## src/rtl/ext_pkg.sv

```systemverilog
// Shared types for the immediate-extension arbiter slice.
package ext_pkg;

  localparam int EXT_IN_W  = 16;
  localparam int EXT_OUT_W = 32;

  typedef enum logic [1:0] {
    EXT_SIGN  = 2'b00,
    EXT_ZERO  = 2'b01,
    EXT_UPPER = 2'b10,
    EXT_BYTE  = 2'b11
  } ext_mode_e;

  typedef enum logic {
    ST_EMPTY = 1'b0,
    ST_FULL  = 1'b1
  } out_state_e;

endpackage

```

## src/rtl/ext_core.sv

```systemverilog
// Combinational 16->32 extension. Build option EXT_BYTE_EN turns mode 11 into
// byte sign-extension; otherwise mode 11 behaves as ZERO and is flagged reserved.
module ext_core
  import ext_pkg::*;
(
  input  logic [EXT_IN_W-1:0]  data,
  input  logic [1:0]           mode,
  output logic [EXT_OUT_W-1:0] result,
  output logic                 reserved
);

  always_comb begin
    result   = '0;
    reserved = 1'b0;
    case (ext_mode_e'(mode))
      EXT_SIGN:  result = {{16{data[15]}}, data};
      EXT_ZERO:  result = {16'h0000, data};
      EXT_UPPER: result = {data, 16'h0000};
      EXT_BYTE: begin
`ifdef EXT_BYTE_EN
        result = {{24{data[7]}}, data[7:0]};
`else
        result   = {16'h0000, data};
        reserved = 1'b1;
`endif
      end
      default:   result = '0;
    endcase
  end

endmodule

```

## src/rtl/ext_unit_arbiter.sv

```systemverilog
// Round-robin arbiter sharing one ext_core between two requesters, with a
// single registered result stage. Mode 11 behaviour follows EXT_BYTE_EN.
module ext_unit_arbiter
  import ext_pkg::*;
#(
  parameter int TAG_W = 4
) (
  input  logic                 clk,
  input  logic                 rst_n,
  input  logic                 req0_valid,
  output logic                 req0_ready,
  input  logic [EXT_IN_W-1:0]  req0_data,
  input  logic [1:0]           req0_mode,
  input  logic [TAG_W-1:0]     req0_tag,
  input  logic                 req1_valid,
  output logic                 req1_ready,
  input  logic [EXT_IN_W-1:0]  req1_data,
  input  logic [1:0]           req1_mode,
  input  logic [TAG_W-1:0]     req1_tag,
  output logic                 out_valid,
  input  logic                 out_ready,
  output logic [EXT_OUT_W-1:0] out_data,
  output logic                 out_src,
  output logic [TAG_W-1:0]     out_tag,
  output logic                 err_mode
);

  out_state_e state, state_next;
  logic rr_last;
  logic can_load, load, grant_src;
  logic [EXT_IN_W-1:0]  sel_data;
  logic [1:0]           sel_mode;
  logic [TAG_W-1:0]     sel_tag;
  logic [EXT_OUT_W-1:0] ext_result;
  logic                 ext_reserved;

  assign out_valid = (state == ST_FULL);

  ext_core u_ext_core (
    .data     (sel_data),
    .mode     (sel_mode),
    .result   (ext_result),
    .reserved (ext_reserved)
  );

  always_comb begin
    state_next = state;
    grant_src  = 1'b0;
    can_load   = (state == ST_EMPTY) || out_ready;
    // Contention goes to whoever did not win last; a lone requester always wins.
    if (req0_valid && req1_valid) grant_src = ~rr_last;
    else if (req1_valid)          grant_src = 1'b1;
    load       = rst_n && can_load && (req0_valid || req1_valid);
    req0_ready = load && !grant_src;
    req1_ready = load && grant_src;
    sel_data   = grant_src ? req1_data : req0_data;
    sel_mode   = grant_src ? req1_mode : req0_mode;
    sel_tag    = grant_src ? req1_tag  : req0_tag;
    if (load)                                state_next = ST_FULL;
    else if (state == ST_FULL && out_ready)  state_next = ST_EMPTY;
  end

  always_ff @(posedge clk) begin
    if (!rst_n) begin
      state    <= ST_EMPTY;
      out_data <= '0;
      out_src  <= 1'b0;
      out_tag  <= '0;
      err_mode <= 1'b0;
      rr_last  <= 1'b1;
    end else begin
      state <= state_next;
      if (load) begin
        out_data <= ext_result;
        out_src  <= grant_src;
        out_tag  <= sel_tag;
        rr_last  <= grant_src;
        if (ext_reserved) err_mode <= 1'b1;
      end
    end
  end

endmodule

```

## config.mk

```make
export PLATFORM = sky130hd
export DESIGN_NAME = ext_unit_arbiter
export DESIGN_NICKNAME = d
export VERILOG_FILES = /design/src/rtl/ext_pkg.sv /design/src/rtl/ext_core.sv /design/src/rtl/ext_unit_arbiter.sv
export SDC_FILE = /design/constraint.sdc
export NUM_CORES = 1
export LEC_CHECK = 0
export BUFFER_PORTS_ARGS = -buffer_cell sky130_fd_sc_hd__buf_2
export CAP_MARGIN = 15
export CORE_MARGIN = 2
export CORE_UTILIZATION = 49
export CTS_CLUSTER_DIAMETER = 100
export DETAILED_ROUTE_END_ITERATION = 10
export PLACE_DENSITY_LB_ADDON = 0.05
export SYNTH_ARGS = -nofsm -noshare
export SYNTH_HDL_FRONTEND = slang
export SYNTH_SLANG_ARGS = --single-unit
```

## constraint.sdc

```tcl
create_clock -name clk -period 2.3 [get_ports clk]
set_input_delay 0 -clock clk [delete_from_list [all_inputs] [get_ports clk]]
set_output_delay 0 -clock clk [all_outputs]
set_load 0.01 [all_outputs]
```

==> results.toml <==
[cells_and_area]
area_delta_synth_final_pct = 28.1
diodes = 0
post_route_cells_drive_above_1_share_pct = 39.2
final_common_cell = "buf_2"
nets = 324
mostFrequentLayoutCells = "buf_2 (89), dfxtp_1 (40), o21a_1 (31), nor2b_1 (20), a22oi_1 (17)"
fin_util_pct = 65.4
final_cells = 321

[detailed_routing]
vias_per_cell = 5.26
ant_nets = 0
route.detailed.drc = 0
wl_per_cell_um = 13.2
dr.pass1.iters = 4
dr.first_iter.drc_count = 72
via_count = 1687
totalWireLength_um = 4230

[grt]
grt_overflow = 0
grt_pass1_wl_um = 6760
grt_pass1_vias = 1559
grt_max_degree = 32
antenna_found_initial = 0
gr-usage-all-layers_pct = 20.4

[cts]
clk_pin_slew_worst_paths_ns = 0.07
cts_sinks = 40
clk_latency_ns = 0.28
cts_buffers = 5
cts_resized = 0
cts_setup_buffers = 0
hold_buffers = 0
cts_max_path_buffers = 2
cts_tree = "built"
cts_root_buffer = "clkbuf_8"
cts.htree.levels = 2

[placement]
post-dp-hpwl_um = 3040
pre_cts_ws_ns = 0.567
dp_cells = 316
io_buffer_count = 89
place.gp.congestion = 0.835

[setup_path]
cp-end-kind = "register"
r2r_slack_ns = 0.56
worstPathRequired_ns = 2.53
cp.arrival_ns = 1.97
cp_max_fo = 13
criticalPathCategory = "register to register"
worstSetupStartpointType = "register"

[floorplan]
die_w_um = 66.0
start_util_pct = 51.0
fp.dieArea_um2 = 4350
die_height_um = 66.0
rows = 22
io_pins = 90
core_area_um2 = 3690

[timing]
setup_tns_ns = 0
whs_ns = 0.0142
drv_slew = 0
hold_violations = 0
fmax_mhz = 575
rsz0062_at_grt = "no"
period_needed_ns = 1.74
setup_viol = 0
fin_worst_skew_ns = 0.00292
fin_ws_ns = 0.560
fin_crit_sh_pct = 75.7
max_slew_margin_pct = 40.2
tightest_slew_ns = 0.897

[synth]
synth_nets = 240
avgSynthCellArea_um2 = 9.85
yosysSeqAreaShare_pct = 42.6
yosysWarnings = 0
synth_area_um2 = 1880
ys_types = 31
syn_inst = 191
ys_ff_latch = 40

[power]
leakage_uw = 0.00114
power_density_nw_per_um2 = 597
vdd_drop_max_uv = 461

[status]
status = "finished clean"

[min_path]
min_path_type = "input pin to register"

[flow_run]
maxCapViolations = 0
-- per-stage QoR --
step,instance area (um2),power (uW)
2_1_floorplan,1880,941
3_3_place_gp,2340,1050
3_5_place_dp,2340,1050
4_1_cts,2410,1460
5_1_grt,2410,1520
6_report,2410,1440
-- worst paths after layout --
kind	start	to	cells after the start
max reg2reg	rr_last	out_data[25]	7
min	req1_valid	out_valid	2
min reg2reg	err_mode	err_mode	2
max	rr_last	out_data[25]	7
-- cell families after synthesis --
| family | after synthesis | synth area share [%] |
|---|---|---|
| buffers and inverters | 19 | 5.52 |
| AND/OR/NAND/NOR | 51 | 17.1 |
| multiplexers | 4 | 2.13 |
| flip-flops | 40 | 42.6 |
| AO/OA/AOI/OAI | 77 | 32.7 |
-- worst max-delay path: stages, from the launching register on --
cell and delay [ns]:
dfxtp_1 0.33, a21boi_2 0.11, buf_4 0.20, and3b_1 0.41
buf_4 0.26, a22oi_1 0.12, o2bb2ai_1 0.16, o21a_1 0.11
-- Yosys cell counts --
cell,instances,share of area (%)
a21boi_2,1,0.60
a21oi_1,2,0.53
a22o_4,1,0.93
a22oi_1,17,6.8
a31oi_1,1,0.33
and2_1,15,5.0
and3b_1,1,0.47
and4b_1,1,0.53
buf_2,2,0.53
buf_4,2,0.80
buf_6,3,1.8
clkbuf_1,11,2.2
dfxtp_1,40,43
inv_1,1,0.20
mux2i_1,4,2.1
nand2_1,7,1.4
nand2b_1,1,0.33
nand3_1,1,0.27
nand3b_1,1,0.40
nor2b_1,20,6.6
nor2b_4,1,0.73
nor3_1,1,0.27
nor3b_1,1,0.40
nor3b_2,1,0.66
o211a_1,4,2.1
o21a_1,31,12
o21a_4,1,0.80
o21ai_0,2,0.53
o21ai_1,1,0.27
o2bb2ai_1,15,7.0
o31a_1,1,0.47
-- registers in the layout, summed over array words and instances, names as in the netlist --
| name | flops |
|---|---|
| out_valid | 1 |
| out_tag | 4 |
| out_src | 1 |
| rr_last | 1 |
| err_mode | 1 |
| out_data | 32 |
-- cell type report --
cell class / instances / area, um2
well taps: 48 / 60.1
clock buffers: 5 / 68.8
inverters: 1 / 3.75
flip-flops and latches: 40 / 801
multi-input cells: 132 / 987
fillers: 350 / 1280
repair buffers: 95 / 490
-- report_power, final --
group          switching (uW)  leakage, uW  internal (uW)  total [uW]
clock                     210    0.0000359            195         405
sequential               17.7     0.000327            733         751
combinational             144     0.000775            139         283
total                     371      0.00114           1070        1440
-- layer usage --
layer	vias to the layer above	global-route usage, %	routed length [um]
li1	849	-	-
met2	54	37.1	2100
met1	782	22.6	1830
met4	0	5.36	17
met5	-	0	0
met3	2	6.81	292
Note: power is estimated with default switching activity, not from simulation.
